**src/rtl/stopwatch_core.sv**
```systemverilog
// stopwatch_core: hh:mm:ss.cc up/down counter with split freeze,
// lap buffer and preset load, ticking every 10 ms of clk.
module stopwatch_core #(
  parameter int CLK_HZ    = 100000000,
  parameter int LAP_DEPTH = 4
) (
  input  logic                         clk,
  input  logic                         reset,
  input  logic                         start_p,
  input  logic                         stop_p,
  input  logic                         split_p,
  input  logic                         clear_p,
  input  logic                         mode_down,
  input  logic                         load_p,
  input  logic [23:0]                  load_bcd,
  output logic [31:0]                  time_bcd,
  output logic [31:0]                  disp_bcd,
  output logic                         running,
  output logic                         frozen,
  output logic                         expired,
  output logic [$clog2(LAP_DEPTH):0]   lap_count,
  output logic                         lap_ovf,
  input  logic [$clog2(LAP_DEPTH)-1:0] lap_rd_idx,
  output logic [31:0]                  lap_rd_data
);

  localparam int DIV = CLK_HZ / 100;
  localparam int PW  = $clog2(DIV);
  localparam int AW  = $clog2(LAP_DEPTH);
  localparam int CW  = AW + 1;

  localparam logic [PW-1:0] PRE_MAX = PW'(DIV - 1);
  localparam logic [CW-1:0] LAP_MAX = CW'(LAP_DEPTH);

  // Per-digit maximum, hr_t down to cs_o.
  localparam logic [31:0] LIM = 32'h9959_5999;

  typedef enum logic [2:0] {
    C_NONE,
    C_CLEAR,
    C_LOAD,
    C_STOP,
    C_START,
    C_SPLIT
  } cmd_e;

  function automatic logic [31:0] bcd_step(
    input logic [31:0] t,
    input logic        down
  );
    logic [31:0] r;
    logic [3:0]  d;
    logic [3:0]  lim;
    logic        c;
    r = t;
    c = 1'b1;
    for (int i = 0; i < 8; i++) begin
      d   = t[i*4 +: 4];
      lim = LIM[i*4 +: 4];
      if (c) begin
        if (!down) begin
          c = (d == lim);
          d = c ? 4'd0 : d + 4'd1;
        end else begin
          c = (d == 4'd0);
          d = c ? lim : d - 4'd1;
        end
      end
      r[i*4 +: 4] = d;
    end
    return r;
  endfunction

  function automatic logic bcd_legal(
    input logic [23:0] b
  );
    logic ok;
    ok = 1'b1;
    for (int i = 0; i < 6; i++) begin
      if (b[i*4 +: 4] > LIM[8 + i*4 +: 4])
        ok = 1'b0;
    end
    return ok;
  endfunction

  logic [PW-1:0] pre;
  logic          tick;
  logic [31:0]   nxt_time;
  logic          down_hit;
  logic          load_ok;
  logic          start_ok;
  logic          lap_full;
  logic          lap_we;
  logic [31:0]   frz_bcd;
  logic [31:0]   laps [LAP_DEPTH];
  cmd_e          cmd;

  assign tick     = running && (pre == PRE_MAX);
  assign nxt_time = bcd_step(time_bcd, mode_down);
  assign down_hit = mode_down && (nxt_time == 32'd0);
  assign load_ok  = !running && bcd_legal(load_bcd);
  assign start_ok = !running && !(mode_down && time_bcd == 32'd0);
  assign lap_full = (lap_count == LAP_MAX);

  always_comb begin
    cmd = C_NONE;
    if (clear_p)
      cmd = C_CLEAR;
    else if (load_p)
      cmd = C_LOAD;
    else if (stop_p)
      cmd = C_STOP;
    else if (start_p)
      cmd = C_START;
    else if (split_p)
      cmd = C_SPLIT;
  end

  assign lap_we = (cmd == C_SPLIT) && running
                  && !frozen && !lap_full;

  always_ff @(posedge clk) begin
    if (reset) begin
      pre       <= '0;
      time_bcd  <= '0;
      frz_bcd   <= '0;
      running   <= 1'b0;
      frozen    <= 1'b0;
      expired   <= 1'b0;
      lap_count <= '0;
      lap_ovf   <= 1'b0;
    end else begin
      if (!running || tick)
        pre <= '0;
      else
        pre <= pre + PW'(1);

      // A tick in the same cycle as stop still lands.
      if (tick) begin
        time_bcd <= nxt_time;
        if (down_hit) begin
          running <= 1'b0;
          expired <= 1'b1;
        end
      end

      unique case (cmd)
        C_CLEAR: begin
          time_bcd  <= '0;
          running   <= 1'b0;
          frozen    <= 1'b0;
          expired   <= 1'b0;
          lap_count <= '0;
          lap_ovf   <= 1'b0;
        end
        C_LOAD: begin
          if (load_ok) begin
            time_bcd <= {load_bcd, 8'h00};
            expired  <= 1'b0;
          end
        end
        C_STOP: begin
          running <= 1'b0;
        end
        C_START: begin
          if (start_ok)
            running <= 1'b1;
        end
        C_SPLIT: begin
          if (frozen) begin
            frozen <= 1'b0;
          end else if (running) begin
            frz_bcd <= time_bcd;
            frozen  <= 1'b1;
            if (lap_full)
              lap_ovf <= 1'b1;
            else
              lap_count <= lap_count + CW'(1);
          end
        end
        default: ;
      endcase
    end
  end

  // Entries above lap_count are masked on read, so no reset needed.
  always_ff @(posedge clk) begin
    if (lap_we)
      laps[lap_count[AW-1:0]] <= time_bcd;
  end

  assign disp_bcd    = frozen ? frz_bcd : time_bcd;
  assign lap_rd_data = ({1'b0, lap_rd_idx} < lap_count)
                       ? laps[lap_rd_idx] : 32'd0;

endmodule

```
**config.mk**
```make
export PLATFORM = sky130hd
export DESIGN_NAME = stopwatch_core
export DESIGN_NICKNAME = d
export VERILOG_FILES = /design/src/rtl/stopwatch_core.sv
export SDC_FILE = /design/constraint.sdc
export NUM_CORES = 1
export LEC_CHECK = 0
export ABC_AREA = 1
export BUFFER_PORTS_ARGS = -buffer_cell sky130_fd_sc_hd__clkbuf_2
export CELL_PAD_IN_SITES_DETAIL_PLACEMENT = 0
export CELL_PAD_IN_SITES_GLOBAL_PLACEMENT = 2
export CORE_MARGIN = 10
export CORE_UTILIZATION = 30
export CTS_CLUSTER_SIZE = 8
export DETAILED_ROUTE_END_ITERATION = 8
export PLACE_DENSITY_LB_ADDON = 0.05
export SYNTH_ARGS = -nofsm -noshare
export SYNTH_HDL_FRONTEND = slang
export SYNTH_SLANG_ARGS = --single-unit
```
**constraint.sdc**
```tcl
create_clock -name clk -period 4 [get_ports clk]
set_input_delay 0.6 -clock clk [delete_from_list [all_inputs] [get_ports clk]]
set_output_delay 0.6 -clock clk [all_outputs]
set_load 0.01 [all_outputs]
```
---- After elaboration in Yosys (flattened, before gate mapping) ----
Memory sizes are Yosys's and may differ from the RTL's.
Cells that the tools add are included.
word-level totals
  flip-flop bits (word level) ............. 91
  output and inout port bits .............. 103
  bits of input ports ..................... 34
  logic and storage cells ................. 164
  memories ................................ 1
  latch bits .............................. 0
  bits in read-only memories .............. 0
  bits in writable memories ............... 128
cells by class
  reductions and logical operators ........ 29
  magnitude comparators ................... 7
  add/subtract/negate cells ............... 18
  mux-type cells .......................... 81
  divide/modulo/power cells ............... 0
  bitwise gates (word level) .............. 1
  multiply operators ...................... 0
  shift operators ......................... 0
  eq/ne operators ......................... 19
memories
  memory  depth  width  read ports  clocked after memory_dff  write ports  RTL line  text
  laps    4      32     1           0                         1            95        logic [31:0] laps [LAP_DEPTH];
operators by type and width
  cell                     count
  $mux W32                 4
  $mux W4                  31
  $logic_not A32 Y1        2
  $pmux W32 S2             1
  $add A4 B1 Y4 const B    8
  $logic_not A4 Y1         8
  $mux W1                  32
  $sub A4 B1 Y4 const B    8
  $eq A4 B4 Y1 const B     6
  $mux W3                  8
  $add A20 B1 Y20 const B  1
  $eq A20 B20 Y1 const B   1
  $gt A4 B4 Y1 const B     4
  $eq A3 B3 Y1 const B     3
  $eq A4 B3 Y1 const B     2
  $gt A4 B3 Y1 const B     2
  $logic_and A1 B1 Y1      8
  $ne A2 B2 Y1 const B     4
  $pmux W1 S2              4
  $reduce_and A4 Y1        2
  $eq A3 B2 Y1 const B     2
  $pmux W3 S2              1
  $logic_not A1 Y1         4
  $reduce_or A2 Y1         2
  other kinds (7)          7

---- Logic depth before layout (Yosys ltp) ----
  word-level depth ........................ 15
  gate-level depth with buffers ........... 18
  gate-level depth less buffers ........... 18

---- Worst setup path after synthesis ----
Ideal clock, no wire load.
  path kind ............................... input port to flip-flop
  from .................................... in stop_p
  to ...................................... mem laps[0][0], enable pin
  buffers on the path ..................... 1
  library setup time ...................... 0.421 ns
  arrival ................................. 3.037 ns
  required time ........................... 3.579 ns
  stages .................................. 8
  path slack .............................. 0.542 ns
  cells stage by stage .................... nor2_1 -> o21ai_0 -> nor2_1 -> nand2_1 -> nor3_1 -> clkbuf_1 -> nand2_1 -> nor2_1
on the way
  word-level cells in the longest chain between the ends .. 9
RTL lines
  what                               RTL line  text
  from (decl)                        10        input logic stop_p,
  $mux W3                            111       else if (stop_p)
  $mux W3                            109       else if (load_p)
  $mux W3                            107       if (clear_p)
  $eq A3 B3 Y1                       119       assign lap_we = (cmd == C_SPLIT) && running
  $logic_and A1 B1 Y1                119
  $logic_and A1 B1 Y1 (2 in series)  120       && !frozen && !lap_full;
  $mux W1                            188       if (lap_we)
  $mux W1 (implied by the code)      189       laps[lap_count[AW-1:0]] <= time_bcd;
  to (decl)                          95
No other way between the ends.

---- Worst setup path after layout ----
  from .................................... reg lap_count[1]
  to ...................................... out lap_rd_data[31]
on the way
  word-level cells in the longest chain between the ends .. 2
RTL lines
  what                    RTL line  text
  from (decl)             21        output logic [$clog2(LAP_DEPTH):0] lap_count,
  from (signal assigned)  178       lap_count <= lap_count + CW'(1);
  $lt A2 B3 Y1            193       assign lap_rd_data = ({1'b0, lap_rd_idx} < lap_count)
  $mux W32                194       ? laps[lap_rd_idx] : 32'd0;
  to (decl)               24        output logic [31:0] lap_rd_data
No other way between the ends.

==> impl_metrics.ini <==
[clock_network]
cts_buffer_depth = 3
post_cts_buffers = 0
clockRootBuffer = clkbuf_16
clock_latency_ns = 0.55
cts_tree = yes
post_cts_resized = 0
cts-buffers-inserted = 31
hold_buffers = 0
h-tree-depth = 1
cts.sinks = 219
clkSlewWorstSetupHoldPaths_ns = 0.06

[power_and_ir_drop]
leakage_uw = 0.004658
max-vdd-ir-drop_v = 0.0003809
power_uw = 5025
p_per_area_mw_per_mm2 = 395.5

[global_route]
grt-ovfl-total = 0
grt_max_degree = 66
grt_pass1_wl_mm = 54.21
first_global_vias = 8884
track_usage_pct = 15.59
antenna_found_initial = 0

[route]
drcViolationCount = 0
vias = 9243
via_per_inst = 4.878
firstDrtPassIters = 5
wl_per_cell_um = 18.69
wirelength_mm = 35.41
first_iter_violations = 583
antenna_left = 0

[logic_synthesis]
avgSynthCellArea_um2 = 8.243
synth_commonest_cells = nor2_1 (238), nand2_1 (233), o21ai_0 (148)
synth_cell_types = 43
synthCells = 1292
yosys_most_used_dff = edfxtp_1
netlist_area_mm2 = 0.01065
synth_area_leaders = edfxtp_1 (36%), dfxtp_1 (17%), nor2_1 (8.4%), nand2_1 (8.2%), o21ai_0 (7.0%)
synthesis.nets = 1332
ys_warn_count = 0
synth_async_sr_flop_share_pct = 0
synth_top_cell_by_area = edfxtp_1
synth.most_common_cell = nor2_1
synth_top_area_share_pct = 36.09
synth-edff-count = 128
seq_area_frac_synth_pct = 53.20
yosys_register_bits = 219

[critical_path]
worstPathRequired_ns = 3.40
worstPathCellList = inv_1 > ha_1 > o21ai_0 > a21oi_2 > buf_4 > a21oi_1 > clkbuf_2
critPathArrivalTime_ns = 2.92
crit_fanout = 18
critPathCaptureType = output port
start_kind = flop
crit_type = reg -> out
cpPeakStageDelay_ns = 0.74
slowest_stage = a21oi_2

[placed_design]
place.gp.congestion = 0.8002
dpl_cell_area_mm2 = 0.01184
dpl.hpwl_mm = 24.93
placed_cells = 1842
port_buffers = 136

[sta]
post-route-period-util_pct = 88.06
fin_crit_ns = 3.522
maxSlewHeadroom_pct = 20.67
finalHoldViolCount = 0
fin_setup_tns_ns = 0
worst_slew_pin_slew_ns = 1.186
rsz0062_at_grt = no
fin_worst_skew_ns = 0.01011
drv_slew = 0
setup_viol = 0
max_freq_ghz = 0.2839

[die]
dieWidth_um = 208.4
io_pins = 137
core_area_mm2 = 0.03480
initial_core_util_pct = 30.61
fp.dieArea_mm2 = 0.04344
num_rows = 68
die_y_um = 208.4

[hold_path]
hp-class = in -> reg

[final_layout]
fill_cells = 3645
finalInstanceArea_mm2 = 0.01271
drive_above_1_share_pct = 15.65
stdcell_count = 1895
area_delta_synth_final_pct = 19.30
nNetsFinal = 1460

[run]
maxCapViolCount = 0

[run_status]
run_status = finished clean
## path summary, 6_finish.rpt
check	from	to	slack (ns)	depth (start not counted)
max reg2reg	running$_SDFF_PP0_	time_bcd[3]$_SDFF_PP0_	0.92	10
min reg2reg	pre[0]$_SDFF_PP0_	pre[0]$_SDFF_PP0_	0.45	1
min	load_bcd[8]	time_bcd[16]$_SDFF_PP0_	0.28	3
max	lap_count[1]$_SDFFE_PP0P_	lap_rd_data[31]	0.48	7
## sequential cells by signal (all words and copies together), names as in the netlist
| register | cells |
|---|---|
| expired | 1 |
| frozen | 1 |
| frz_bcd | 32 |
| lap_count | 3 |
| lap_ovf | 1 |
| laps | 128 |
| pre | 20 |
| running | 1 |
| time_bcd | 32 |
## cell type report
class	instances	area (µm²)	share of cell area (%)
flip-flops and latches	219	5667	44.60
multi-input cells	921	4428	34.85
repair buffers	158	845.8	6.657
clock buffers	49	843.3	6.637
well taps	455	569.3	4.481
inverters	89	334.1	2.629
clock inverters	2	13.76	0.1083
diodes	2	5.005	0.03939
## layer usage
layer	up-vias	global-route usage, %	routed length, µm
met4	0	2.939	396
met2	188	23.46	15140
met1	4333	22.53	18050
met5	-	0	0
met3	32	3.160	1829
li1	4690	-	-
## critical path, delay by kind of cell, from the launching register on
family	cells	cell delay, ns
buf+inv	3	0.70
fa+ha+maj	1	0.29
compound gates	3	0.97
flops	1	0.39
## per-stage QoR
stage | hold WS [ns] | worst slack (ns) | util (%)
after floorplan | 0.4175 | 0.5423 | -
after global placement | 0.4319 | 0.4211 | 34.04
after detailed placement | 0.4378 | 0.3777 | 34.04
after CTS | 0.2527 | 0.3696 | 36.50
after global routing | 0.2721 | 0.2850 | 36.50
final | 0.2804 | 0.4778 | 36.51
## logic make-up after synthesis
kind of cell	synth area share [%]
XOR/XNOR	0.9868
AND/OR/NAND/NOR	23.38
adder cells (fa/ha/maj)	0.7049
flip-flops	53.20
AO/OA/AOI/OAI	16.33
buffers and inverters	5.404
## layout by cell type (no fill, tap or decap), types with 3 or more instances in the layout
cell type	count
inv_2	9
nor3b_1	7
dfxtp_1	90
xor2_1	12
buf_4	22
clkbuf_2	136
nor2_4	4
ha_1	6
nand2_1	233
clkbuf_16	31
nor4_1	5
nor3_1	13
nor2_1	234
o211ai_1	14
nand3_1	52
o21ai_0	148
nand4_1	15
edfxtp_1	128
nand2_2	3
a211oi_1	36
a21oi_1	102
clkbuf_1	18
nor2_2	9
inv_1	79
o21ai_1	5
## power breakdown
part,internal (µW),switching [µW],total (µW)
Combinational,85.7,202,287
Sequential,2370,4.69,2370
Clock,1420,951,2370
Power figures use the tool's default switching activity.
